==> src/rtl/ads412x_cfg_seq.sv <==
// ads412x_cfg_seq
//   Power-up and runtime configuration sequencer for the ADS412x ADC.
//   After reset it pulses adc_reset, waits for the ADC to settle, then writes
//   the init register table over the 3-wire SPI. Afterwards single register
//   writes are accepted from a requester through a req/ack handshake.
//
// Ports
//   clk_in       system clock
//   rst_n        asynchronous active-low reset
//   cfg_restart  pulse while idle: rerun reset pulse + init table
//   wr_req       write request, held until wr_ack
//   wr_addr      register address (8 bits)
//   wr_data      register data (8 bits)
//   wr_ack       one-cycle pulse, request accepted
//   busy         high whenever the sequencer is not idle
//   init_done    high once the init table has been written
//   adc_reset    ADC hardware reset, active high
//   adc_sen      SPI enable, active low
//   adc_sclk     SPI clock, idles low
//   adc_sdata    SPI data, MSB first
module ads412x_cfg_seq #(
  parameter int SCLK_DIV  = 5,
  parameter int RST_PULSE = 10,
  parameter int RST_WAIT  = 100,
  parameter int NUM_INIT  = 4,
  parameter logic [NUM_INIT*16-1:0] INIT_TABLE = 64'h4200_2500_3D00_3F00
) (
  input  logic       clk_in,
  input  logic       rst_n,
  input  logic       cfg_restart,
  input  logic       wr_req,
  input  logic [7:0] wr_addr,
  input  logic [7:0] wr_data,
  output logic       wr_ack,
  output logic       busy,
  output logic       init_done,
  output logic       adc_reset,
  output logic       adc_sen,
  output logic       adc_sclk,
  output logic       adc_sdata
);

  localparam int TMAX0 = (RST_PULSE > RST_WAIT) ? RST_PULSE : RST_WAIT;
  localparam int TMAX  = (TMAX0 > SCLK_DIV) ? TMAX0 : SCLK_DIV;
  localparam int TW    = (TMAX > 1) ? $clog2(TMAX) : 1;
  localparam int IW    = (NUM_INIT > 1) ? $clog2(NUM_INIT) : 1;

  localparam logic [TW-1:0] PULSE_LAST = TW'(RST_PULSE - 1);
  localparam logic [TW-1:0] WAIT_LAST  = TW'(RST_WAIT - 1);
  localparam logic [TW-1:0] DIV_LAST   = TW'(SCLK_DIV - 1);
  localparam logic [IW-1:0] IDX_LAST   = IW'(NUM_INIT - 1);

  typedef enum logic [2:0] {
    S_RST_PULSE, S_RST_WAIT, S_LOAD, S_SETUP, S_SHIFT, S_HOLD, S_GAP, S_IDLE
  } state_t;

  state_t        state_q, state_d;
  logic [TW-1:0] t_q, t_d;
  logic [4:0]    hcnt_q, hcnt_d;     // SCLK half-period index within a frame
  logic [IW-1:0] idx_q, idx_d;
  logic          init_mode_q, init_mode_d;
  logic [15:0]   shreg_q, shreg_d;
  logic [15:0]   wbuf_q, wbuf_d;
  logic          init_done_q, init_done_d;
  logic          adc_reset_q, adc_reset_d;
  logic          sen_q, sen_d;
  logic          sclk_q, sclk_d;
  logic          sdata_q, sdata_d;
  logic          ack_q, ack_d;
  logic          busy_q, busy_d;

  function automatic logic [15:0] init_word(input logic [IW-1:0] idx);
    init_word = '0;
    for (int k = 0; k < NUM_INIT; k++) begin
      if (idx == IW'(k)) init_word = INIT_TABLE[16*(NUM_INIT-1-k) +: 16];
    end
  endfunction

  always_ff @(posedge clk_in or negedge rst_n) begin
    if (!rst_n) begin
      state_q     <= S_RST_PULSE;
      t_q         <= '0;
      hcnt_q      <= '0;
      idx_q       <= '0;
      init_mode_q <= 1'b1;
      shreg_q     <= '0;
      wbuf_q      <= '0;
      init_done_q <= 1'b0;
      adc_reset_q <= 1'b0;
      sen_q       <= 1'b1;
      sclk_q      <= 1'b0;
      sdata_q     <= 1'b0;
      ack_q       <= 1'b0;
      busy_q      <= 1'b1;
    end else begin
      state_q     <= state_d;
      t_q         <= t_d;
      hcnt_q      <= hcnt_d;
      idx_q       <= idx_d;
      init_mode_q <= init_mode_d;
      shreg_q     <= shreg_d;
      wbuf_q      <= wbuf_d;
      init_done_q <= init_done_d;
      adc_reset_q <= adc_reset_d;
      sen_q       <= sen_d;
      sclk_q      <= sclk_d;
      sdata_q     <= sdata_d;
      ack_q       <= ack_d;
      busy_q      <= busy_d;
    end
  end

  always_comb begin
    state_d     = state_q;
    t_d         = t_q + TW'(1);
    hcnt_d      = hcnt_q;
    idx_d       = idx_q;
    init_mode_d = init_mode_q;
    shreg_d     = shreg_q;
    wbuf_d      = wbuf_q;
    init_done_d = init_done_q;
    adc_reset_d = 1'b0;
    sen_d       = 1'b1;
    sclk_d      = 1'b0;
    ack_d       = 1'b0;
    case (state_q)
      S_RST_PULSE: begin
        adc_reset_d = 1'b1;
        if (t_q == PULSE_LAST) begin
          state_d = S_RST_WAIT;
          t_d     = '0;
        end
      end
      S_RST_WAIT: begin
        idx_d = '0;
        if (t_q == WAIT_LAST) begin
          state_d     = S_LOAD;
          t_d         = '0;
          init_mode_d = 1'b1;
        end
      end
      S_LOAD: begin
        sen_d   = 1'b0;
        shreg_d = init_mode_q ? init_word(idx_q) : wbuf_q;
        state_d = S_SETUP;
        t_d     = '0;
      end
      S_SETUP: begin
        sen_d = 1'b0;
        if (t_q == DIV_LAST) begin
          state_d = S_SHIFT;
          t_d     = '0;
          hcnt_d  = '0;
        end
      end
      S_SHIFT: begin
        sen_d  = 1'b0;
        // Even half-periods are SCLK high, odd are low.
        sclk_d = ~hcnt_q[0];
        // Shift on the cycle SCLK falls so data is stable across every rise.
        if (hcnt_q[0] && t_q == '0) shreg_d = {shreg_q[14:0], 1'b0};
        if (t_q == DIV_LAST) begin
          t_d    = '0;
          hcnt_d = hcnt_q + 5'd1;
          if (hcnt_q == 5'd31) state_d = S_HOLD;
        end
      end
      S_HOLD: begin
        sen_d = 1'b0;
        if (t_q == DIV_LAST) begin
          state_d = S_GAP;
          t_d     = '0;
        end
      end
      S_GAP: begin
        if (t_q == DIV_LAST) begin
          t_d = '0;
          if (init_mode_q && idx_q != IDX_LAST) begin
            idx_d   = idx_q + IW'(1);
            state_d = S_LOAD;
          end else begin
            if (init_mode_q) init_done_d = 1'b1;
            state_d = S_IDLE;
          end
        end
      end
      S_IDLE: begin
        t_d = '0;
        // Restart has priority; a held request is served after the re-init.
        if (cfg_restart) begin
          state_d     = S_RST_PULSE;
          init_done_d = 1'b0;
        end else if (wr_req) begin
          wbuf_d      = {wr_addr, wr_data};
          ack_d       = 1'b1;
          init_mode_d = 1'b0;
          state_d     = S_LOAD;
        end
      end
      default: begin
        state_d = S_RST_PULSE;
        t_d     = '0;
      end
    endcase
    sdata_d = shreg_d[15];
    busy_d  = (state_d != S_IDLE);
  end

  assign wr_ack    = ack_q;
  assign busy      = busy_q;
  assign init_done = init_done_q;
  assign adc_reset = adc_reset_q;
  assign adc_sen   = sen_q;
  assign adc_sclk  = sclk_q;
  assign adc_sdata = sdata_q;

endmodule

==> config.mk <==
export PLATFORM = sky130hd
export DESIGN_NAME = ads412x_cfg_seq
export DESIGN_NICKNAME = d
export VERILOG_FILES = /design/src/rtl/ads412x_cfg_seq.sv
export SDC_FILE = /design/constraint.sdc
export NUM_CORES = 1
export LEC_CHECK = 0
export BUFFER_PORTS_ARGS = -buffer_cell sky130_fd_sc_hd__buf_2
export CAP_MARGIN = 20
export CORE_MARGIN = 2
export CORE_UTILIZATION = 60
export DETAILED_ROUTE_END_ITERATION = 7
export PLACE_DENSITY = 0.78
export SLEW_MARGIN = 20
export SYNTH_ARGS = -nofsm -noshare
export SYNTH_HDL_FRONTEND = slang
export SYNTH_SLANG_ARGS = --single-unit
==> constraint.sdc <==
create_clock -name clk_in -period 3.7 [get_ports clk_in]
set_clock_uncertainty 0.2 [all_clocks]
set_input_delay 0.185 -clock clk_in [delete_from_list [all_inputs] [get_ports clk_in]]
set_output_delay 0.185 -clock clk_in [all_outputs]
set_load 0.02 [all_outputs]
**After elaboration in Yosys (flattened, before gate mapping)**

Cells that the tools add are included.

- Add/sub/neg operators: 3
- Equality and inequality tests: 27
- Multiplexer cells: 43
- Bitwise operators: 2
- Reductions and logical operators: 19

Operators with widths:

| kind | number |
|---|---|
| $mux 16 | 5 |
| $pmux 16 s2 | 1 |
| $mux 3 | 10 |
| $pmux 7 s4 | 1 |
| $ne 2x2->1 const B | 12 |
| $pmux 3 s8 | 1 |
| $mux 7 | 3 |
| $mux 15 | 1 |
| $mux 1 | 13 |
| $eq 3x3->1 const B | 4 |
| $mux 5 | 2 |
| $pmux 5 s2 | 1 |
| $reduce_bool 2->1 | 5 |
| $reduce_and 3->1 | 3 |
| $reduce_or 4->1 | 2 |
| $add 7x1->7 const B | 1 |
| $eq 7x3->1 const B | 1 |
| $eq 7x4->1 const B | 1 |
| $eq 7x7->1 const B | 1 |
| $logic_not 7->1 | 1 |
| $eq 3x2->1 const B | 2 |
| $add 5x1->5 const B | 1 |
| $eq 5x5->1 const B | 1 |
| $reduce_and 5->1 | 1 |
| other kinds (15) | 20 |

- Bits in registers: 56
- Input bits: 20
- Output and inout bits: 7
- Logic and storage cells: 108

**Depth between registers and ports, before layout**

- Depth after elaboration: 7
- Mapped depth: 8
- Gate-level depth less buffers: 7

**Least setup slack after synthesis**

No wires, ideal clock.

- Kind: register to register
- Start point: reg t_q[0]
- End point: reg state_q[1]
- Setup time: 0.124 ns
- Arrival: 1.976 ns
- Path slack: 1.400 ns
- Stages on the path, launching flop included: 9
- Buffers on the path: 1
- Clock period less this slack: 2.300 ns
- Cells stage by stage: dfrtp_1 -> inv_1 -> ha_1 -> or4b_4 -> or3_1 -> clkbuf_2 -> o211ai_2 -> a31oi_1 -> or2_1

- Cells in the longest elaborated chain, start to end: 3

RTL lines:

| what | RTL line | source |
|---|---|---|
| start, declared | 58 | `logic [TW-1:0] t_q, t_d;` |
| start signal, assigned | 97 | `t_q <= t_d;` |
| $eq 7x3->1 (tied with other cells) | -- |  |
| $mux 3 (tied with other cells) | 176 | `if (t_q == DIV_LAST) begin` |
| $pmux 3 s8 (*) | 126 | `case (state_q)` |
| net state_d[1] | 57 | `state_t state_q, state_d;` |
| end signal, assigned | 96 | `state_q <= state_d;` |
| end, declared | 57 |  |

Mark *: on every way through the listed nets, which the timed path passes. The rest lies on a longest branch.
A chain may end at the register's enable or synchronous reset.

**Worst setup path after layout**

- Start point: reg t_q[0]
- End point: reg shreg_q[0]

- Cells in the longest elaborated chain, start to end: 4

RTL lines:

| what | RTL line | source |
|---|---|---|
| $logic_not 7->1 | 161 | `if (hcnt_q[0] && t_q == '0) shreg_d = {shreg_q[14:0], 1'b0};` |
| $logic_and 1x1->1 | 161 |  |
| $ne 2x2->1 (no source line) | -- |  |
| $reduce_and 2->1 (no source line) | -- |  |
| end signal, assigned | 101 | `shreg_q <= shreg_d;` |
| end, declared | 62 | `logic [15:0] shreg_q, shreg_d;` |

Every way passes these cells.

==> flow_metrics.py <==
metrics = {
    "status": {
        "outcome": "completed",
    },
    "hold_path": {
        "min_path_type": "in2reg",
        "hold_end": "init_done",
        "hold-path-cell-count": 4,
        "min_from": "cfg_restart",
    },
    "global_route": {
        "grt_pass1_wl_um": 9230,
        "overflow": 0,
        "grt_pass1_vias": 2044,
        "grt_max_degree": 57,
        "track_usage_pct": 22.1,
        "antenna_found_initial": 0,
    },
    "drt": {
        "detail_route.wirelength_um": 5460,
        "vias": 2166,
        "routedWlPerCell_um": 14.2,
        "viasPerCell": 5.64,
        "initialDrtViolationCount": 169,
        "drc": 0,
        "drt_first_pass_iters": 4,
        "drtAntennaViolNets": 0,
    },
    "synthesis": {
        "synth_top_flop_cell": "dfrtp_1",
        "syn_nets": 324,
        "syn_inst": 292,
        "post_synth_num_cell_types": 49,
        "synth_area_mm2": 0.00287,
        "async_flop_share_pct": 100,
        "yosys_register_bits": 56,
        "synth_edf_count": 0,
        "avgSynthCellArea_um2": 9.84,
        "ys.warnings.count": 0,
        "yosysSeqAreaShare_pct": 48.9,
    },
    "sta": {
        "final_hold_viol_count": 0,
        "tightest_slew_ps": 787,
        "fin_crit_ps": 2510,
        "hold_slack_ps": 31.0,
        "max-slew-margin-rel_pct": 47.5,
        "fmax_mhz": 398,
        "setup_viol": 0,
        "fin_tns_setup_ps": 0,
        "rsz0062_at_grt": "false",
        "fin_crit_sh_pct": 68.0,
        "setup_slack_ps": 1190,
        "finalMaxSlewViolations": 0,
    },
    "placement": {
        "portBuffers": 26,
        "place_inst": 359,
        "dp_slack_ps": 1210,
        "dpl-instance-area_mm2": 0.00303,
        "gp_congestion": 0.945,
        "hpwlAfterDp_um": 3620,
    },
    "setup_path": {
        "crit_chain": "inv_1 > ha_1 > nor4b_1 > nand3_1 > a21o_1 > o41ai_1",
        "crit_slowest_cell": "nor4b_1",
        "worst-r2r-setup-slack_ps": 1190,
        "crit_buf_inv": 1,
        "cp_max_fo": 32,
        "r2r_cells": 6,
        "arrival_ps": 2530,
        "reg2reg_from": "t_q[0]",
        "slowest_delay_ps": 570,
        "crit_path_end_kind": "flip-flop",
        "crit_family": "compound AO/OA/AOI/OAI gates",
        "critPathKind": "reg2reg",
        "cp.required_ps": 3710,
        "worstSetupStartpointType": "flip-flop",
        "r2r_end": "shreg_q[0]",
    },
    "floorplan": {
        "fp.coreArea_mm2": 0.00466,
        "core.rowCount": 25,
        "ios": 27,
        "die_h_um": 73.2,
        "initial_core_util_pct": 61.7,
        "die_x_um": 73.2,
        "die_area_mm2": 0.00536,
    },
    "final_layout": {
        "drive_gt1_share_pct": 19.1,
        "utilization_pct": 70.7,
        "seq_area_mm2": 0.00141,
        "nFillCells": 385,
        "final_common_cell": "dfrtp_1",
        "final_nets": 361,
        "design_area_mm2": 0.00330,
        "final_cell_mix": "53 x dfrtp_1, 34 x nand2_1, 26 x o21ai_0, 26 x buf_2, 25 x a21oi_1",
        "multi_input_area_mm2": 0.00137,
        "area_growth_pct": 14.7,
        "final_cells": 384,
        "antennaDiodeCount": 0,
    },
    "clock_network": {
        "clkSlewWorstSetupHoldPaths_ps": 110,
        "clockRootBuffer": "clkbuf_8",
        "htree_levels": 2,
        "cts_setup_buffers": 0,
        "cts.path.max_buffers": 2,
        "cts_tree": "yes",
        "cts_buffers": 5,
        "clock_latency_ps": 310,
        "cts.sinks": 56,
    },
    "power": {
        "powerDensity_mw_per_mm2": 302,
        "ir_worst_vdd_uv": 215,
        "finalPower_mw": 0.994,
        "p_leak_nw": 1.50,
    },
    "run": {
        "maxCapViolations": 0,
    },
}
-- flip-flops by register name, summed over array words and instances, names as in the netlist --
register,count
shreg_q,16
wbuf_q,16
t_q,7
hcnt_q,5
state_q,3
idx_q,2
adc_reset,1
adc_sclk,1
adc_sen,1
busy,1
init_done,1
init_mode_q,1
wr_ack,1
-- metal layers --
layer	global-route usage [%]	vias to the layer above	part of all wire (%)
met1	31.4	1014	49
met5	0	-	0
met4	8.64	0	2.1
li1	-	1097	-
met3	4.01	11	3.1
met2	33.7	44	45
-- what timing repair did --
| item | CTS | global route |
|---|---|---|
| resized for setup | 0 | 0 |
| hold endpoints to repair | 69 | 0 |
| hold buffers | 17 | 0 |
-- area by class of cell --
class                   instances  share of cell area, %
flip-flops and latches         56                   42.6
multi-input cells             209                   41.4
inverters                      11                   1.25
well taps                      54                   2.05
clock inverters                 3                  0.759
clock buffers                   5                   2.09
repair buffers                 46                   9.80
-- synthesized netlist by cell type (2+ instances only) --
cell type / count / area, um2
nand4b_1: 2 / 17.5
o21ai_0: 26 / 130
clkbuf_1: 11 / 41.3
buf_2: 2 / 10.0
xnor2_1: 4 / 35.0
nand2_1: 34 / 128
dfstp_2: 3 / 78.8
a21o_1: 2 / 15.0
nand2b_1: 2 / 12.5
nand3_1: 5 / 25.0
nor2_1: 21 / 78.8
ha_1: 12 / 150
o31ai_1: 2 / 15.0
mux2i_1: 4 / 40.0
a21oi_1: 25 / 125
nor4b_1: 2 / 17.5
or3_1: 2 / 12.5
inv_1: 10 / 37.5
xor2_1: 3 / 26.3
nor2b_1: 4 / 25.0
dfrtp_1: 53 / 1330
nor3b_1: 9 / 67.6
a31oi_1: 3 / 18.8
o211ai_1: 2 / 15.0
nor3_1: 7 / 35.0
o41ai_1: 3 / 26.3
mux2_2: 15 / 169
and3_1: 3 / 18.8
-- worst reg2reg max path, stage by stage (launching register included) --
cell and delay (ps):
dfrtp_1 440, inv_1 80, ha_1 150, nor4b_1 570, nand3_1 140, a21o_1 490
o41ai_1 360
-- how the worst max path moves through the flow --
stage                 from          to  slack, ps  depth (start not counted)
global placement    t_q[0]  shreg_q[0]       1270                          6
floorplan           t_q[0]  state_q[1]       1400                          8
CTS                 t_q[0]  shreg_q[0]       1200                          6
global route        t_q[0]  shreg_q[0]        910                          6
detailed placement  t_q[0]  shreg_q[0]       1210                          6
finish              t_q[0]  shreg_q[0]       1190                          6
-- logic make-up after synthesis --
group / after synthesis / share of synthesized area, %
and+or+nand+nor: 99 / 17.8
muxes: 19 / 7.27
xor gates and xnor gates: 7 / 2.13
DFF: 56 / 48.9
adders and majority gates: 12 / 5.22
AOI/OAI and AO/OA: 72 / 14.9
buffers and inverters: 27 / 3.79
-- power by group --
| part | switching, mW | internal (mW) |
|---|---|---|
| logic | 0.0162 | 0.0194 |
| registers | 0 | 0.612 |
| clock network | 0.208 | 0.138 |
| total | 0.224 | 0.770 |
Power figures use the tool's default switching activity.
